--- config.mk ---
export PLATFORM = sky130hd
export DESIGN_NAME = muldiv_rs
export DESIGN_NICKNAME = d
export VERILOG_FILES = /design/src/rtl/rv32i_types.sv /design/src/rtl/muldiv_rs_select.sv /design/src/rtl/muldiv_rs.sv
export SDC_FILE = /design/constraint.sdc
export NUM_CORES = 1
export LEC_CHECK = 0
export ABC_AREA = 1
export BUFFER_PORTS_ARGS = -buffer_cell sky130_fd_sc_hd__buf_2
export CORE_MARGIN = 8
export CORE_UTILIZATION = 50
export DETAILED_ROUTE_END_ITERATION = 16
export GPL_ROUTABILITY_DRIVEN = 0
export PLACE_DENSITY_LB_ADDON = 0.2
export SYNTH_ARGS = -nofsm -noshare
export SYNTH_HDL_FRONTEND = slang
export SYNTH_SLANG_ARGS = --single-unit
--- constraint.sdc ---
create_clock -name clk -period 3.9 [get_ports clk]
set_input_delay 0.78 -clock clk [delete_from_list [all_inputs] [get_ports clk]]
set_output_delay 0.78 -clock clk [all_outputs]
set_load 0.05 [all_outputs]
--- src/rtl/rv32i_types.sv ---
// Shared RV32 pipeline types: reservation-station entry, CDB broadcast, M-extension
// opcodes, and the dispatch-time source-readiness rule used by the mul/div station.
package rv32i_types;

   localparam int MULDIV_RS_DEPTH = 4;
   localparam int PR_IDX_W        = 6;
   localparam int ROB_IDX_W       = 4;

   typedef enum logic [2:0] {
      MUL    = 3'd0,
      MULH   = 3'd1,
      MULHSU = 3'd2,
      MULHU  = 3'd3,
      DIV    = 3'd4,
      DIVU   = 3'd5,
      REM    = 3'd6,
      REMU   = 3'd7
   } m_funct3_e;

   typedef struct packed {
      logic [2:0]           funct3;
      logic [ROB_IDX_W-1:0] rob_id;
      logic [4:0]           rd_addr;
      logic [PR_IDX_W-1:0]  pd_addr;
      logic [PR_IDX_W-1:0]  ps1_addr;
      logic [PR_IDX_W-1:0]  ps2_addr;
      logic                 ps1_ready;
      logic                 ps2_ready;
   } rs_entry_t;

   typedef struct packed {
      logic                 ready;
      logic [PR_IDX_W-1:0]  pr_dest;
      logic [ROB_IDX_W-1:0] rob_id;
      logic [31:0]          rd_data;
   } cdb_t;

   // x0 is always ready; a same-cycle broadcast of the source must not be lost.
   function automatic logic src_ready_at_dispatch(input logic                rdy,
                                                  input logic [PR_IDX_W-1:0] addr,
                                                  input cdb_t                bc);
      return rdy | (addr == '0) | (bc.ready & (bc.pr_dest == addr) & (addr != '0));
   endfunction

endpackage

--- src/rtl/muldiv_rs_select.sv ---
// Issue arbiter for muldiv_rs: issuable vector to one-hot grant. With
// MULDIV_RS_OLDEST_FIRST_EN the smallest age stamp wins, otherwise the lowest index.
module muldiv_rs_select
   import rv32i_types::*;
#(
   parameter int DEPTH = MULDIV_RS_DEPTH
) (
   input  logic [DEPTH-1:0]                      issuable_i,
`ifdef MULDIV_RS_OLDEST_FIRST_EN
   input  logic [DEPTH-1:0][$clog2(DEPTH)-1:0]   age_i,
`endif
   output logic [DEPTH-1:0]                      grant_o,
   output logic                                  grant_valid_o
);

   assign grant_valid_o = |issuable_i;

`ifdef MULDIV_RS_OLDEST_FIRST_EN
   // Ages of valid slots are unique, so at most one issuable slot survives.
   always_comb begin
      // NOTE: every output gets a default before the loops so no path leaves it unassigned (no latch).
      grant_o = issuable_i;
      for (int i = 0; i < DEPTH; i++) begin
         for (int j = 0; j < DEPTH; j++) begin
            if ((j != i) && issuable_i[j] && (age_i[j] < age_i[i])) grant_o[i] = 1'b0;
         end
      end
   end
`else
   always_comb begin
      grant_o = '0;
      for (int i = DEPTH - 1; i >= 0; i--) begin
         if (issuable_i[i]) begin
            grant_o    = '0;
            grant_o[i] = 1'b1;
         end
      end
   end
`endif

endmodule

--- src/rtl/muldiv_rs.sv ---
// Reservation station for the sequential mul/div unit: dispatch, CDB wakeup, single issue.
// MULDIV_RS_OLDEST_FIRST_EN selects oldest-first issue (compacted age stamps).
module muldiv_rs
   import rv32i_types::*;
#(
   parameter  int DEPTH = MULDIV_RS_DEPTH,
   localparam int IDX_W = $clog2(DEPTH)
) (
   input  logic                clk,
   input  logic                rst,
   input  logic                flush,
   input  logic                dispatch_valid,
   input  rs_entry_t           dispatch_entry,
   output logic                dispatch_ready,
   input  cdb_t                cdb,
   input  logic                fu_ready,
   output logic                rs_entry_valid,
   output rs_entry_t           rs_entry_dout,
   output logic [PR_IDX_W-1:0] ps1_addr,
   output logic [PR_IDX_W-1:0] ps2_addr,
   output logic [IDX_W:0]      occupancy
);

   logic [DEPTH-1:0] valid_q, valid_d;
   logic [DEPTH-1:0] src1_rdy_q, src1_rdy_d;
   logic [DEPTH-1:0] src2_rdy_q, src2_rdy_d;
   logic [IDX_W:0]   occ_q, occ_d;
   rs_entry_t        entry_q [DEPTH];

   logic [DEPTH-1:0] issuable, grant;
   logic             grant_valid, disp_fire, issue_fire, wake;
   logic [IDX_W-1:0] alloc_idx, sel_idx;

   // Only ready/pr_dest matter for wakeup; the rest of the broadcast is for other consumers.
   logic cdb_unused;
   assign cdb_unused = ^{cdb.rob_id, cdb.rd_data};

   assign dispatch_ready = ~&valid_q;
   assign disp_fire      = dispatch_valid & dispatch_ready & ~flush;
   assign issuable       = valid_q & src1_rdy_q & src2_rdy_q;
   assign wake           = cdb.ready & (cdb.pr_dest != '0);

   // Lowest free slot as seen at the start of the cycle.
   always_comb begin
      alloc_idx = '0;
      for (int i = DEPTH - 1; i >= 0; i--) begin
         if (!valid_q[i]) alloc_idx = IDX_W'(i);
      end
   end

`ifdef MULDIV_RS_OLDEST_FIRST_EN
   logic [DEPTH-1:0][IDX_W-1:0] age_q, age_d;
   logic [IDX_W-1:0]            sel_age, new_age;

   muldiv_rs_select #(.DEPTH(DEPTH)) u_select (
      .issuable_i    (issuable),
      .age_i         (age_q),
      .grant_o       (grant),
      .grant_valid_o (grant_valid)
   );
`else
   muldiv_rs_select #(.DEPTH(DEPTH)) u_select (
      .issuable_i    (issuable),
      .grant_o       (grant),
      .grant_valid_o (grant_valid)
   );
`endif

   always_comb begin
      sel_idx = '0;
      for (int i = 0; i < DEPTH; i++) begin
         if (grant[i]) sel_idx = IDX_W'(i);
      end
   end

   assign rs_entry_valid = grant_valid & fu_ready & ~flush;
   assign issue_fire     = rs_entry_valid;
   assign rs_entry_dout  = entry_q[sel_idx];
   assign ps1_addr       = rs_entry_dout.ps1_addr;
   assign ps2_addr       = rs_entry_dout.ps2_addr;
   assign occupancy      = occ_q;

   always_comb begin
      valid_d    = valid_q;
      src1_rdy_d = src1_rdy_q;
      src2_rdy_d = src2_rdy_q;
      for (int i = 0; i < DEPTH; i++) begin
         if (wake && valid_q[i] && (entry_q[i].ps1_addr == cdb.pr_dest)) src1_rdy_d[i] = 1'b1;
         if (wake && valid_q[i] && (entry_q[i].ps2_addr == cdb.pr_dest)) src2_rdy_d[i] = 1'b1;
         if (issue_fire && grant[i]) valid_d[i] = 1'b0;
         if (disp_fire && (alloc_idx == IDX_W'(i))) begin
            valid_d[i]    = 1'b1;
            src1_rdy_d[i] = src_ready_at_dispatch(dispatch_entry.ps1_ready, dispatch_entry.ps1_addr, cdb);
            src2_rdy_d[i] = src_ready_at_dispatch(dispatch_entry.ps2_ready, dispatch_entry.ps2_addr, cdb);
         end
      end
      if (flush) valid_d = '0;
      occ_d = flush ? '0 : occ_q + (IDX_W+1)'(disp_fire) - (IDX_W+1)'(issue_fire);
   end

`ifdef MULDIV_RS_OLDEST_FIRST_EN
   // Age = number of older entries still resident; issue closes the gap above it.
   always_comb begin
      sel_age = age_q[sel_idx];
      new_age = IDX_W'(occ_q - (IDX_W+1)'(issue_fire));
      age_d   = age_q;
      for (int i = 0; i < DEPTH; i++) begin
         if (issue_fire && valid_q[i] && (age_q[i] > sel_age)) age_d[i] = age_q[i] - IDX_W'(1);
         if (disp_fire && (alloc_idx == IDX_W'(i))) age_d[i] = new_age;
      end
   end

   always_ff @(posedge clk) begin
      age_q <= age_d;
   end
`endif

   // NOTE: sequential state uses non-blocking assignments so every register samples pre-edge values.
   always_ff @(posedge clk) begin
      if (rst) begin
         valid_q    <= '0;
         src1_rdy_q <= '0;
         src2_rdy_q <= '0;
         occ_q      <= '0;
      end else begin
         valid_q    <= valid_d;
         src1_rdy_q <= src1_rdy_d;
         src2_rdy_q <= src2_rdy_d;
         occ_q      <= occ_d;
      end
   end

   // NOTE: the payload array is not reset; valid_q alone decides whether a slot's contents matter.
   always_ff @(posedge clk) begin
      if (disp_fire) entry_q[alloc_idx] <= dispatch_entry;
   end

endmodule

Word-level counts from Yosys, hierarchy flattened
Memory sizes are Yosys's and may differ from the RTL's. Index checks and enable logic that the tools add are counted.

Memory bits (writable): 128. Bits in registers: 15. Memories kept: 1. Output and inout port bits: 49.

Memory list: entry_q (words 4, bits a word 32, read ports 5, clocked after Yosys merged registers in 0, write ports 1, line muldiv_rs.sv:28) `rs_entry_t entry_q [DEPTH];`.

Eq/ne operators: 13. Bitwise operators: 16. Muxes and demuxes: 37. $add $sub $neg: 2. Reduce and logical (&&, ||, !) cells: 42.

Operator list (count): $eq A6 B6 Y1 (10); $mux W1 (27); $reduce_bool A2 Y1 (12); $logic_and A1 B1 Y1 (20); $reduce_bool A6 Y1 (3); $mux W4 (4); $logic_not A6 Y1 (2); $mux W2 (6); $and A1 B1 Y1 (9); $and A4 B4 Y4 (2); $eq A2 B2 Y1 const B (2); $or A1 B1 Y1 (4); $reduce_and A4 Y1 (1); $reduce_or A4 Y1 (1); $add A3 B1 Y3 (1); $sub A3 B1 Y3 (1); $eq A2 B1 Y1 const B (1); $logic_not A2 Y1 (1); $reduce_or A2 Y1 (1); $logic_not A1 Y1 (1); $not A1 Y1 (1).

Depth between registers and ports, before layout
An unclocked memory read counts as a cell.

Depth after elaboration: 10. Depth in mapped cells: 14. Mapped depth without buffers: 14.

Hierarchy
Synthesis repeated with hierarchy kept, for this count alone.

Cell total of the unflattened synthesis: 728. Area total of the unflattened synthesis: 6976.7 um2.

Modules (own cells, without submodules): muldiv_rs (times used 1, area each 6925.4 um2, cells each 716, seq. area each 4144.0 um2); muldiv_rs_select (times used 1, area each 51.3 um2, cells each 12, seq. area each 0.0 um2).

Worst setup path before layout
Ideal clock, no wire load.

Kind: in2reg. Start: input dispatch_valid. End: register src1_rdy_q[3]. Data arrival time: 3.039 ns. Buffers on the path: 0. Path slack: 0.797 ns. Data required time: 3.836 ns. Stages: 7. Setup time: 0.064 ns. Cell sequence: inv_1 nor2_1 nand3_1 nor2_1 or2_2 nor2_1 nor2_1.

Word-level cells in the longest chain between the ends: 4.

RTL lines: start: declaration (line muldiv_rs.sv:12) `input logic dispatch_valid,`; $and A1 B1 Y1 * (2 in a row) (line muldiv_rs.sv:39) `assign disp_fire = dispatch_valid & dispatch_ready & ~flush;`; $logic_and A1 B1 Y1 * (line muldiv_rs.sv:91) `if (disp_fire && (alloc_idx == IDX_W'(i))) begin`; $mux W1 or $reduce_bool A2 Y1 (tied branches); end signal: assignment (line muldiv_rs.sv:127) `src1_rdy_q <= src1_rdy_d;`; end: declaration (line muldiv_rs.sv:25) `logic [DEPTH-1:0] src1_rdy_q, src1_rdy_d;`.

Every way passes the cells marked *; elsewhere a longest branch is shown, timed or not. A chain may end at the register's enable or synchronous reset.

==> results.rst <==
.. list-table::
   :header-rows: 1

   * - Metric
     - Value
   * - Outcome
     - complete, no violations
   * - Setup TNS
     - 0 ps
   * - Chip Width
     - 135 um
   * - Residual DRC count
     - 0
   * - Worst clock skew
     - 6.05 ps
   * - Starting density of the core
     - 0.511
   * - Power, Total
     - 3.54 mW
   * - Die area
     - 18200 um2
   * - Top post-synthesis cells by area
     - sky130_fd_sc_hd__edfxtp_1 (54%), sky130_fd_sc_hd__nand2_1 (15%), sky130_fd_sc_hd__inv_1 (4.6%)
   * - Post-DR wirelength/cell
     - 15.9 um
   * - Layout fillers
     - 1192
   * - Leading area contributor after synthesis
     - sky130_fd_sc_hd__edfxtp_1
   * - Required time at the worst-slack endpoint
     - 3120 ps
   * - Synth-to-layout area growth
     - 15.7%
   * - Die Y
     - 135 um
   * - CORE AREA
     - 13900 um2
   * - Hold crit path type
     - reg2reg
   * - Post-cts sizing count
     - 0
   * - Max-slew violation count
     - 0
   * - Startpoint-to-endpoint class of the critical path
     - reg2out
   * - Nets@finish
     - 941
   * - Lkg Pwr
     - 3.63 nW
   * - Final global-route overflow total
     - 0
   * - Reg-to-reg setup timing slack
     - 1360 ps
   * - Via count of the first global-routing pass
     - 5299
   * - Yosys warning count
     - 0
   * - Finished layout cell area
     - 8210 um2
   * - Synthesized Nets
     - 858
   * - Final setup vio count
     - 0
   * - Clock tree from TritonCTS
     - done
   * - Worst Setup SP
     - valid_q[1]$_SDFFE_PP0P_
   * - Total power divided by cell area
     - 432 nW/um2
   * - Largest net degree at the start of global routing
     - 39
   * - Maximum clock frequency
     - 277 MHz
   * - Arr. time, crit path
     - 2840 ps
   * - Number of I/O pins
     - 129
   * - #FFs+latches synth
     - 143
   * - Count of input and output buffers
     - 92
   * - H-tree levels
     - 4
   * - Number of clock buffers inserted by TritonCTS
     - 17
   * - Smallest hold slack
     - 533 ps
   * - Number of diodes
     - 0
   * - CTS root buffer
     - sky130_fd_sc_hd__clkbuf_16
   * - Met2 Resource Use GR
     - 0.317
   * - Post-detailed-route via-to-cell ratio
     - 5.09
   * - Final count of hold timing violations
     - 0
   * - Setup repair after global routing missed its margin
     - no
   * - Count of mapped cells out of synthesis
     - 775
   * - Biggest fanout along the worst timing path
     - 30
   * - Number of placement rows
     - 43
   * - Startpoint Class
     - flop
   * - Slew at the pin closest to its max-slew limit
     - 629 ps
   * - Share of the synthesized area in the top cell type
     - 0.542
   * - Wire length of the first global-routing pass
     - 26200 um
   * - Relative slew margins
     - 0.580
   * - Final Core Density
     - 0.591
   * - Number of antenna violations at the first check in global routing
     - 1
   * - Register area share after synthesis
     - 0.584
   * - GRT met1 Usage
     - 0.219
   * - CTS Sinks
     - 143
   * - Post-placement cell area
     - 7630 um2
   * - 1st-pass router iterations
     - 4
   * - Crit Reg-Reg Startpoint
     - valid_q[1]$_SDFFE_PP0P_
   * - Hold Path Origin
     - occupancy[1]$_SDFF_PP0_
   * - CTS Hold Bufs
     - 0
   * - Kind of end point of the critical path
     - primary output
   * - Post-synthesis cell area
     - 7090 um2
   * - DR iter-0 viols
     - 349
   * - Total number of vias
     - 5348
   * - Ratio of final minimum period to clock period
     - 0.927
   * - M3 GR Usage
     - 0.0412
   * - Time the worst path needs with I/O delays and setup
     - 3620 ps
   * - Global-route usage over all layers
     - 0.186
   * - Post CTS Setup Buffer Count
     - 0
   * - DP Wirelength
     - 11200 um
   * - Distinct cell type count after synthesis
     - 28
   * - Maximum capacitance violations
     - 0
   * - CTS max path bufs
     - 2
   * - Peak-usage layer in the global routing report
     - met2
   * - Peak VDD IR
     - 0.306 mV
   * - CTS clock-pin slew for the worst setup and hold paths
     - 60 ps
   * - Fraction of layout instances using a drive strength above 1
     - 0.187
   * - Remaining antenna violation count
     - 0
   * - Worst skew pair latency
     - 420 ps
   * - Mapped Avg Cell Area
     - 9.15 um2
   * - Total routed wirelength
     - 16700 um
-- cells by family after synthesis --
kind of cell | count (synthesis) | synth area share
buffers and inverters | 127 | 0.0831
adder cells (fa/ha/maj) | 3 | 0.00635
AO/OA/AOI/OAI | 61 | 0.0658
AND/OR/NAND/NOR | 421 | 0.236
flip-flops | 143 | 0.584
XOR/XNOR | 20 | 0.0247
-- state kept, by name, indices dropped and copies added, names as in the netlist --
signal / flops
entry_q: 128
src2_rdy_q: 4
valid_q: 4
occupancy: 3
src1_rdy_q: 4
-- cell usage in the layout (no fill, tap or decap), types with 2 or more instances in the layout --
master | synthesis | layout
sky130_fd_sc_hd__xnor2_1 | 2 | 2
sky130_fd_sc_hd__bufinv_16 | 0 | 3
sky130_fd_sc_hd__o21ai_1 | 11 | 11
sky130_fd_sc_hd__o21bai_1 | 4 | 4
sky130_fd_sc_hd__dfxtp_1 | 15 | 15
sky130_fd_sc_hd__edfxtp_1 | 128 | 128
sky130_fd_sc_hd__nand2_1 | 289 | 289
sky130_fd_sc_hd__o211ai_2 | 20 | 20
sky130_fd_sc_hd__ha_1 | 2 | 2
sky130_fd_sc_hd__clkinv_1 | 2 | 7
sky130_fd_sc_hd__inv_1 | 86 | 86
sky130_fd_sc_hd__clkinv_4 | 0 | 3
sky130_fd_sc_hd__nor2_1 | 80 | 78
sky130_fd_sc_hd__clkbuf_16 | 0 | 17
sky130_fd_sc_hd__inv_2 | 2 | 2
sky130_fd_sc_hd__nand3_1 | 34 | 34
sky130_fd_sc_hd__nand4_1 | 4 | 4
sky130_fd_sc_hd__xor2_1 | 18 | 18
sky130_fd_sc_hd__buf_4 | 14 | 8
sky130_fd_sc_hd__a21oi_1 | 4 | 4
sky130_fd_sc_hd__buf_2 | 12 | 92
sky130_fd_sc_hd__or2_2 | 9 | 9
sky130_fd_sc_hd__nor2_4 | 0 | 3
sky130_fd_sc_hd__o21ai_0 | 21 | 21
-- through the flow --
step / instances / setup slack (ps)
after detailed placement: 1019 / 767
after global routing: 1050 / 101
after CTS: 1050 / 301
after floorplan: 775 / 797
final: 1050 / 284
after global placement: 1019 / 762
-- report_power, final --
part / switching [mW] / internal (mW) / total [mW] / leakage (nW)
Sequential: 0.00762 / 1.69 / 1.70 / 1.28
Clock: 0.594 / 0.990 / 1.58 / 0.277
Combinational: 0.191 / 0.0687 / 0.260 / 2.07
-- metal layers --
metal	share of wire	wire (um)
met5	0.00048	8
met4	0.020	343
met3	0.064	1070
met2	0.50	8400
met1	0.41	6920
-- final timing paths --
| kind | endpoint | cells after the start |
|---|---|---|
| setup reg to reg | occupancy[2]$_SDFF_PP0_ | 14 |
| hold reg to reg | occupancy[2]$_SDFF_PP0_ | 2 |
| hold / removal | occupancy[2]$_SDFF_PP0_ | 2 |
| setup / recovery | rs_entry_dout[4] | 10 |
-- area by class of cell --
| class | count | area [um2] | share of cell area |
|---|---|---|---|
| clock buffer | 18 | 429 | 0.0523 |
| tap | 180 | 225 | 0.0274 |
| multi-input combinational | 505 | 2380 | 0.290 |
| inverter | 90 | 338 | 0.0412 |
| sequential | 143 | 4140 | 0.505 |
| clock inverter | 13 | 148 | 0.0180 |
| timing repair buffer | 101 | 541 | 0.0659 |
-- worst max-delay path: stages, from the launching register on --
cell                      delay [ps]
sky130_fd_sc_hd__dfxtp_1         450
sky130_fd_sc_hd__nand3_1         140
sky130_fd_sc_hd__nand2_1         160
sky130_fd_sc_hd__inv_2            80
sky130_fd_sc_hd__nand2_2          80
sky130_fd_sc_hd__nand2_4         130
sky130_fd_sc_hd__inv_2           480
sky130_fd_sc_hd__buf_4           330
sky130_fd_sc_hd__nor2_1           60
sky130_fd_sc_hd__o21ai_1         180
sky130_fd_sc_hd__buf_2           300
-- cell usage after synthesis --
| library cell | instances |
|---|---|
| sky130_fd_sc_hd__o21bai_1 | 4 |
| sky130_fd_sc_hd__o21ai_0 | 21 |
| sky130_fd_sc_hd__nor2_2 | 1 |
| sky130_fd_sc_hd__nor2_1 | 80 |
| sky130_fd_sc_hd__inv_2 | 2 |
| sky130_fd_sc_hd__clkinv_1 | 2 |
| sky130_fd_sc_hd__o211ai_2 | 20 |
| sky130_fd_sc_hd__buf_2 | 12 |
| sky130_fd_sc_hd__fa_1 | 1 |
| sky130_fd_sc_hd__inv_1 | 86 |
| sky130_fd_sc_hd__nand4_1 | 4 |
| sky130_fd_sc_hd__nand2_1 | 289 |
| sky130_fd_sc_hd__buf_4 | 14 |
| sky130_fd_sc_hd__a21oi_1 | 4 |
| sky130_fd_sc_hd__o21ai_1 | 11 |
| sky130_fd_sc_hd__nand3_2 | 1 |
| sky130_fd_sc_hd__nor3_1 | 1 |
| sky130_fd_sc_hd__nand2_2 | 2 |
| sky130_fd_sc_hd__edfxtp_1 | 128 |
| sky130_fd_sc_hd__clkbuf_1 | 5 |
| sky130_fd_sc_hd__xnor2_1 | 2 |
| sky130_fd_sc_hd__nand3_1 | 34 |
| sky130_fd_sc_hd__or2_2 | 9 |
| sky130_fd_sc_hd__o22ai_1 | 1 |
| sky130_fd_sc_hd__buf_6 | 6 |
| sky130_fd_sc_hd__xor2_1 | 18 |
| sky130_fd_sc_hd__dfxtp_1 | 15 |
| sky130_fd_sc_hd__ha_1 | 2 |
Note: power is estimated with default switching activity, not from simulation.
